[src/rtl/encoder_angle_speed_calc_pkg.sv]
// Shared project constants for the encoder angle/speed path and the FSM state encoding.
// SAMPLE_CNT_DEF is derived from the sample period and the sys_clk period.
package encoder_angle_speed_calc_pkg;

    localparam int ENC_TOTAL_BITS     = 13;
    localparam int SYS_CLK_PERIOD_NS  = 20;
    localparam int SAMPLE_PERIOD_NS   = 100_000;
    localparam int MOTOR_POLE_PAIRS   = 4;
    localparam int SAMPLE_CNT_DEF     = SAMPLE_PERIOD_NS / SYS_CLK_PERIOD_NS;
    localparam int FRAME_WAIT_CNT_DEF = 800;

    typedef enum logic [4:0] {
        ST_IDLE    = 5'b00001,
        ST_REQUEST = 5'b00010,
        ST_WAIT    = 5'b00100,
        ST_CALC    = 5'b01000,
        ST_OUTPUT  = 5'b10000
    } calc_state_e;

endpackage

[src/rtl/encoder_angle_speed_calc_gray_to_binary.sv]
// Combinational Gray-to-binary converter; each binary bit is the XOR of all Gray bits at or above it.
module encoder_angle_speed_calc_gray_to_binary #(
    parameter int WIDTH = 13
) (
    input  logic [WIDTH-1:0] gray_in,
    output logic [WIDTH-1:0] bin_out
);

    always_comb begin
        bin_out = '0;
        for (int i = 0; i < WIDTH; i++) begin
            bin_out[i] = ^(gray_in >> i);
        end
    end

endmodule

[src/rtl/encoder_angle_speed_calc.sv]
// Periodic SSI position sampling, electrical angle and per-sample speed computation.
// Define ENCODER_GRAY_DECODE_EN to treat the decoder word as Gray code.
//
// state   | meaning
// IDLE    | waiting for the sample counter to wrap to 0
// REQUEST | one-cycle request pulse to the SSI decoder
// WAIT    | FRAME_WAIT_CNT cycles for the frame to complete
// CALC    | latch position, compute angle and delta
// OUTPUT  | outputs valid, previous position updated
module encoder_angle_speed_calc
    import encoder_angle_speed_calc_pkg::*;
#(
    parameter int POS_WIDTH      = ENC_TOTAL_BITS,
    parameter int POLE_PAIRS     = MOTOR_POLE_PAIRS,
    parameter int SAMPLE_CNT     = SAMPLE_CNT_DEF,
    parameter int FRAME_WAIT_CNT = FRAME_WAIT_CNT_DEF
) (
    input  logic                 sys_clk,
    input  logic                 reset_n,
    input  logic                 calc_enable_in,
    input  logic [POS_WIDTH-1:0] zero_offset_in,
    input  logic [POS_WIDTH-1:0] location_detection_value_in,
    output logic                 location_detection_enable_out,
    output logic [POS_WIDTH-1:0] elec_angle_out,
    output logic [POS_WIDTH:0]   speed_out,
    output logic                 data_valid_out
);

    localparam int SCW = $clog2(SAMPLE_CNT + 1);
    localparam int WCW = $clog2(FRAME_WAIT_CNT + 1);

    calc_state_e           state_q, state_d;
    logic [SCW-1:0]        sample_cnt_q, sample_cnt_d;
    logic [WCW-1:0]        wait_cnt_q, wait_cnt_d;
    logic [POS_WIDTH-1:0]  p_q, p_d;
    logic [POS_WIDTH-1:0]  p_prev_q, p_prev_d;
    logic                  first_q, first_d;
    logic                  req_q, req_d;
    logic [POS_WIDTH-1:0]  angle_q, angle_d;
    logic [POS_WIDTH:0]    speed_q, speed_d;
    logic                  valid_q, valid_d;

    logic [POS_WIDTH-1:0]  pos_dec;
    logic [POS_WIDTH-1:0]  pos_rel;
    logic [POS_WIDTH-1:0]  delta;

`ifdef ENCODER_GRAY_DECODE_EN
    encoder_angle_speed_calc_gray_to_binary #(
        .WIDTH (POS_WIDTH)
    ) u_gray_to_binary (
        .gray_in (location_detection_value_in),
        .bin_out (pos_dec)
    );
`else
    assign pos_dec = location_detection_value_in;
`endif

    // Both differences wrap modulo 2^POS_WIDTH, so a single-turn crossing reads as a small step.
    assign pos_rel = pos_dec - zero_offset_in;
    assign delta   = pos_dec - p_prev_q;

    always_comb begin
        state_d      = state_q;
        wait_cnt_d   = wait_cnt_q;
        p_d          = p_q;
        p_prev_d     = p_prev_q;
        first_d      = first_q;
        req_d        = 1'b0;
        angle_d      = angle_q;
        speed_d      = speed_q;
        valid_d      = 1'b0;

        if (!calc_enable_in || sample_cnt_q == SCW'(SAMPLE_CNT - 1)) begin
            sample_cnt_d = '0;
        end else begin
            sample_cnt_d = sample_cnt_q + SCW'(1);
        end

        if (!calc_enable_in) begin
            state_d    = ST_IDLE;
            wait_cnt_d = '0;
            first_d    = 1'b1;
        end else begin
            case (state_q)
                ST_IDLE: begin
                    if (sample_cnt_q == '0) begin
                        state_d = ST_REQUEST;
                        req_d   = 1'b1;
                    end
                end
                ST_REQUEST: begin
                    state_d    = ST_WAIT;
                    wait_cnt_d = '0;
                end
                ST_WAIT: begin
                    if (wait_cnt_q == WCW'(FRAME_WAIT_CNT - 1)) begin
                        state_d    = ST_CALC;
                        wait_cnt_d = '0;
                    end else begin
                        wait_cnt_d = wait_cnt_q + WCW'(1);
                    end
                end
                ST_CALC: begin
                    // Outputs load on entry to OUTPUT so they appear together with data_valid_out.
                    state_d = ST_OUTPUT;
                    p_d     = pos_dec;
                    angle_d = pos_rel * POS_WIDTH'(POLE_PAIRS);
                    speed_d = first_q ? '0 : {delta[POS_WIDTH-1], delta};
                    valid_d = 1'b1;
                end
                ST_OUTPUT: begin
                    state_d  = ST_IDLE;
                    p_prev_d = p_q;
                    first_d  = 1'b0;
                end
                default: begin
                    state_d = ST_IDLE;
                end
            endcase
        end
    end

    always_ff @(posedge sys_clk or negedge reset_n) begin
        if (!reset_n) begin
            state_q      <= ST_IDLE;
            sample_cnt_q <= '0;
            wait_cnt_q   <= '0;
            p_q          <= '0;
            p_prev_q     <= '0;
            first_q      <= 1'b1;
            req_q        <= 1'b0;
            angle_q      <= '0;
            speed_q      <= '0;
            valid_q      <= 1'b0;
        end else begin
            state_q      <= state_d;
            sample_cnt_q <= sample_cnt_d;
            wait_cnt_q   <= wait_cnt_d;
            p_q          <= p_d;
            p_prev_q     <= p_prev_d;
            first_q      <= first_d;
            req_q        <= req_d;
            angle_q      <= angle_d;
            speed_q      <= speed_d;
            valid_q      <= valid_d;
        end
    end

    assign location_detection_enable_out = req_q;
    assign elec_angle_out                = angle_q;
    assign speed_out                     = speed_q;
    assign data_valid_out                = valid_q;

endmodule

[config.mk]
export PLATFORM = sky130hd
export DESIGN_NAME = encoder_angle_speed_calc
export DESIGN_NICKNAME = d
export VERILOG_FILES = /design/src/rtl/encoder_angle_speed_calc_pkg.sv /design/src/rtl/encoder_angle_speed_calc_gray_to_binary.sv /design/src/rtl/encoder_angle_speed_calc.sv
export SDC_FILE = /design/constraint.sdc
export NUM_CORES = 1
export LEC_CHECK = 0
export ABC_AREA = 1
export CORE_AREA = 2 2 129 131
export CTS_CLUSTER_SIZE = 40
export DETAILED_ROUTE_END_ITERATION = 10
export DIE_AREA = 0 0 131 133
export SYNTH_ARGS = -nofsm -noshare
export SYNTH_HDL_FRONTEND = slang
export SYNTH_HIERARCHICAL = 1
export SYNTH_SLANG_ARGS = --single-unit
[constraint.sdc]
create_clock -name sys_clk -period 1.6 [get_ports sys_clk]
set_clock_uncertainty 0.1 [all_clocks]
set_input_delay 0.24 -clock sys_clk [delete_from_list [all_inputs] [get_ports sys_clk]]
set_output_delay 0.24 -clock sys_clk [all_outputs]
set_load 0.005 [all_outputs]
* Yosys cells after proc, flatten, opt, wreduce, memory -nomap -nowiden
Index checks and enable logic that the tools add are counted.
** Word-level totals
- Word-level logic and storage cells :: 47
- Bits of input ports :: 29
- Output and inout bits :: 29
- Bits in registers :: 82
** Cells by class
- Equal/unequal tests :: 11
- Add/subtract/negate cells :: 4
- Muxes and demuxes :: 16
- Reductions and logical operators :: 6
** Operator list (count)
- $mux 10 :: 2
- $pmux 10 s2 :: 1
- $pmux 5 s4 :: 1
- $mux 5 :: 3
- $mux 14 :: 1
- $add 13x1->13 const B :: 1
- $eq 13x13->1 const B :: 1
- $logic_not 13->1 :: 1
- $mux 13 :: 1
- $sub 13x13->13 :: 1
- $sub 11x11->11 :: 1
- $add 10x1->10 const B :: 1
- $eq 10x10->1 const B :: 1
- $mux 1 :: 7
- $ne 3x3->1 const B :: 2
- $reduce_and 2->1 :: 3
- $eq 5x1->1 const B :: 1
- $eq 5x2->1 const B :: 1
- $eq 5x3->1 const B :: 1
- $eq 5x4->1 const B :: 1
- $eq 5x5->1 const B :: 1
- $ne 3x1->1 const B :: 1
- $ne 2x1->1 const B :: 1
- $logic_not 1->1 :: 1
- $logic_or 1x1->1 :: 1

* Depth between registers and ports, before layout
- Depth after elaboration :: 4
- Depth in mapped cells :: 11
- Gate-level depth less buffers :: 11

* Least setup slack after synthesis
Ideal clock, no wire load.
- Path kind :: input to register
- From :: input port location_detection_value_in[0]
- To :: register angle_q[8], in the netlist elec_angle_out[8]
- Cell stages on the path :: 11
- Path buffers :: 0
- Required time :: 1.383 ns
- Setup time :: 0.117 ns
- Arrival :: 1.584 ns
- Setup slack :: -0.201 ns
- Cells stage by stage :: inv_1 -> ha_1 -> inv_1 -> fa_1 -> nand3_1 -> nand3_1 -> nand2_1 -> nand2_1 -> or2_2 -> nand3_1 -> nand2_1
** On the way
- Longest elaborated chain between the ends :: 1
** RTL lines
- start, declared :: RTL line encoder_angle_speed_calc.sv:22 : input logic [POS_WIDTH-1:0] location_detection_value_in,
- $sub 11x11->11 :: RTL line encoder_angle_speed_calc.sv:59 : assign pos_rel = pos_dec - zero_offset_in;
- end signal, assigned :: RTL line encoder_angle_speed_calc.sv:143 : angle_q <= angle_d;
- end, declared :: RTL line encoder_angle_speed_calc.sv:39 : logic [POS_WIDTH-1:0] angle_q, angle_d;
Every way passes these cells.
A chain may end at the register's enable or synchronous reset.

* Worst setup path after layout
- From :: register p_prev_q[0]
- To :: register speed_q[4], in the netlist speed_out[4]
** On the way
- Longest elaborated chain between the ends :: 2
** RTL lines
- start, declared :: RTL line encoder_angle_speed_calc.sv:36 : logic [POS_WIDTH-1:0] p_prev_q, p_prev_d;
- start signal, assigned :: RTL line encoder_angle_speed_calc.sv:140 : p_prev_q <= p_prev_d;
- $sub 13x13->13 :: RTL line encoder_angle_speed_calc.sv:60 : assign delta = pos_dec - p_prev_q;
- $mux 14 :: RTL line encoder_angle_speed_calc.sv:108 : speed_d = first_q ? '0 : {delta[POS_WIDTH-1], delta};
- end signal, assigned :: RTL line encoder_angle_speed_calc.sv:144 : speed_q <= speed_d;
- end, declared :: RTL line encoder_angle_speed_calc.sv:40 : logic [POS_WIDTH:0] speed_q, speed_d;
Every way passes these cells.

==> impl_metrics.csv <==
group,metric,value,unit
placement,hpwl,8930,um
layout,regArea,2030,um2
floorplanning,die-area,17400,um2
clock_tree,clk_path_buf_depth,2,
logic_synthesis,yosys-top-cells-area,"dfrtp_1 42%, nand2_1 15%, inv_1 7.6%",
logic_synthesis,synth_cells,637,
floorplanning,fp.coreArea,16200,um2
routing,vias,4346,
layout,fill_cells,1635,
logic_synthesis,synth_top_area_share,0.415,
sta,finalCriticalPeriod,1670,ps
pwr,power,5.23,mW
placement,routabilityCongestion,0.806,
run_status,violations,"setup timing",
clock_tree,h-tree-depth,3,
worst_setup_path,critPathMaxFanout,4,
floorplanning,initial_core_util,0.294,
logic_synthesis,synth-edff-count,0,
pwr,seq_power_share,0.417,
logic_synthesis,async_flop_share,1.00,
routing,drt-pass1-iter-count,4,
layout,fin_nets,823,
routing,wl_per_cell,12.6,um
worst_hold_path,min-delay-start,"location_detection_value_in[0]",
grt,grt_max_degree,28,
logic_synthesis,avgSynthCellArea,7.47,um2
worst_setup_path,critical_path_buf_inv_count,2,
sta,max_freq,597,MHz
logic_synthesis,synth_ff_type,"dfrtp_1",
worst_setup_path,required,1740,ps
layout,antenna_cells,0,
pwr,internal-power,3.83,mW
routing,viasPerCell,4.38,
floorplanning,die_w,131,um
grt,grtUsageTotal,0.149,
worst_setup_path,crit_chain,"ha_1 -> inv_2 -> fa_2 -> nand3_2 -> nand3_4 -> buf_4 -> xnor2_2 -> o21ai_1",
clock_tree,cts.clk_slew.worst_paths,60,ps
logic_synthesis,seq_area_frac_synth,0.426,
run_status,outcome,"complete, but fails checks",
flow_run,drv_cap,0,
clock_tree,numCtsBuffers,9,
placement,port_buffers,53,
grt,antenna_found_initial,0,
logic_synthesis,ys_seq_elements,81,
clock_tree,cts_tree,"yes",
pwr,power.density,753,nW/um2
worst_setup_path,rr_worst_depth,8,
sta,holdWs,69.4,ps
grt,grt_pass1_vias,4371,
pwr,p_clk_frac,0.392,
worst_setup_path,r2r_end,"speed_out[4]$_DFFE_PN0P_",
clock_tree,clk_latency,350,ps
clock_tree,cts_root_buf,"clkbuf_16",
pwr,ir_worst_vdd,0.449,mV
grt,grt_pass1_wl,20400,um
worst_hold_path,hold_depth,3,
worst_setup_path,arrival,1810,ps
routing,wirelength,12500,um
pwr,p_leak,3.54,nW
sta,fin_crit_sh,1.05,
worst_setup_path,path_class,"register to register",
sta,maxSlewViolCount,0,
sta,finalWorstSetupSlack,-74.7,ps
floorplanning,io_pins,58,
worst_hold_path,hold_path.class,"input port to register",
pwr,p_sw_frac,0.268,
worst_setup_path,cp-start-kind,"register",
worst_hold_path,whs_endpoint,"p_q[0]$_DFFE_PN0P_",
worst_setup_path,r2r_slack,-70,ps
layout,layout_common_cells,"167 x nand2_1, 82 x inv_1, 79 x dfrtp_1",
logic_synthesis,synth_top_area_cell,"dfrtp_1",
pwr,switching_power,1.40,mW
routing,postRouteAntennaNets,0,
sta,setup_violations,5,
layout,multiInputGateArea,2750,um2
routing,drt-initial-drc-count,173,
layout,final_common_cell,"nand2_1",
worst_setup_path,critPathCaptureType,"register",
sta,grt_setup_unrepaired,"true",
layout,syn2layout_area_growth,45.9,%
grt,grt.overflow.total,0,
pwr,combPwrFrac,0.191,
sta,hold_violations,0,
routing,drcViolationCount,0,
floorplanning,rows,47,
logic_synthesis,netlist_area,4760,um2
logic_synthesis,synth.distinct_cells,38,
worst_setup_path,r2r-start,"p_prev_q[0]$_DFFE_PN0P_",
layout,drive_above_1_share,0.263,
worst_setup_path,critPathTopFamily,"adder cells",
clock_tree,clock-sinks,81,
worst_setup_path,slowest_delay,360,ps
logic_synthesis,yosysWarningCount,6,
worst_setup_path,crit_path_top_delay_cell,"dfrtp_1",
floorplanning,die_y,133,um
## tightest hold or removal path: cells and delay by family
kind	cells	cell delay, ps
buffers and inverters	1	120
AOI/OAI and AO/OA	1	60
and+or+nand+nor	1	50
## layer usage
metal  GRT usage  vias up  part of all wire
met3      0.0425       11             0.040
met4      0.0355        0             0.011
met2       0.253       68              0.49
li1            -     2267                 -
met5           0        -                 0
met1       0.184     2000              0.46
## sequential cells by signal (all words and copies together) (netlist names)
signal and count:
state_q 5, wait_cnt_q 10, location_detection_enable_out 1, sample_cnt_q 13, elec_angle_out 11, first_q 1, data_valid_out 1, p_q 13
p_prev_q 13, speed_out 13
## synth_stat cells, types with 2 or more instances
cell and n:
nand2_1 193, inv_1 96, dfrtp_1 79, nor2_1 60, nand3_1 49, o21ai_0 33
ha_1 25, a21oi_1 16, nand4_1 13, xor2_1 10, o21ai_1 8, buf_2 7
nor3_1 7, xnor2_1 7, buf_4 4, nand3b_1 3, dfstp_2 2, fa_1 2
inv_2 2, nor4_1 2, o21ai_2 2
## per-stage QoR
step           setup WS [ps]  cell area, um2  instances  setup TNS [ps]   util
2_1_floorplan          -20.0            4800        638           -20.0      -
3_3_place_gp            -585            6060        960          -10650  0.375
3_5_place_dp            -586            6060        960          -11150  0.375
4_1_cts                -47.2            6520        979            -166  0.403
5_1_grt                 -183            6950        992           -1970  0.430
6_report               -74.7            6950        992            -212  0.430
## power by group through the flow
stage,clock [mW],sequential [mW],combinational [mW]
finish,2.05,2.18,0.997
global route,2.23,2.19,1.13
CTS,2.14,2.18,0.913
detailed placement,0,2.21,0.870
global placement,0,2.21,0.864
floorplan,0,2.21,0.438
## how the worst max path moves through the flow
| stage | start | endpoint | slack (ps) | cells after the start |
|---|---|---|---|---|
| after floorplan | location_detection_value_in[0] | elec_angle_out[8]$_DFFE_PN0P_ | -20 | 11 |
| after detailed placement | location_detection_value_in[0] | speed_out[12]$_DFFE_PN0P_ | -590 | 11 |
| after global routing | p_prev_q[0]$_DFFE_PN0P_ | speed_out[8]$_DFFE_PN0P_ | -180 | 10 |
| after CTS | p_prev_q[0]$_DFFE_PN0P_ | speed_out[8]$_DFFE_PN0P_ | -50 | 10 |
| after global placement | location_detection_value_in[0] | speed_out[12]$_DFFE_PN0P_ | -580 | 11 |
| final | p_prev_q[0]$_DFFE_PN0P_ | speed_out[4]$_DFFE_PN0P_ | -70 | 8 |
## logic make-up (layout without fill, tap and decap cells)
family                     after synthesis  count (layout)  share of synthesized area
other                                    1               2                   0.000788
buffers and inverters                  112             246                     0.0938
AOI/OAI and AO/OA                       63              63                     0.0699
and+or+nand+nor                        336             336                      0.304
adders and majority gates               27              27                     0.0741
DFF                                     81              81                      0.426
xor gates and xnor gates                17              17                     0.0313
## final cells by class
cell class                      count  share of cell area
Tap cell                          220              0.0396
Inverter                           99              0.0553
Clock inverter                      6             0.00865
Clock buffer                       10              0.0330
Timing Repair Buffer              131               0.175
Sequential cell                    81               0.292
Multi-Input combinational cell    445               0.396
## timing repair
action,4_1_cts,5_1_grt
setup endpoints to repair,25,51
hold buffers,1,0
hold endpoints to repair,18,0
cloned,0,2
gates resized for setup,32,99
pin swaps,2,21
buffers inserted,2,11
No activity file was read; power rests on OpenSTA's default activity.
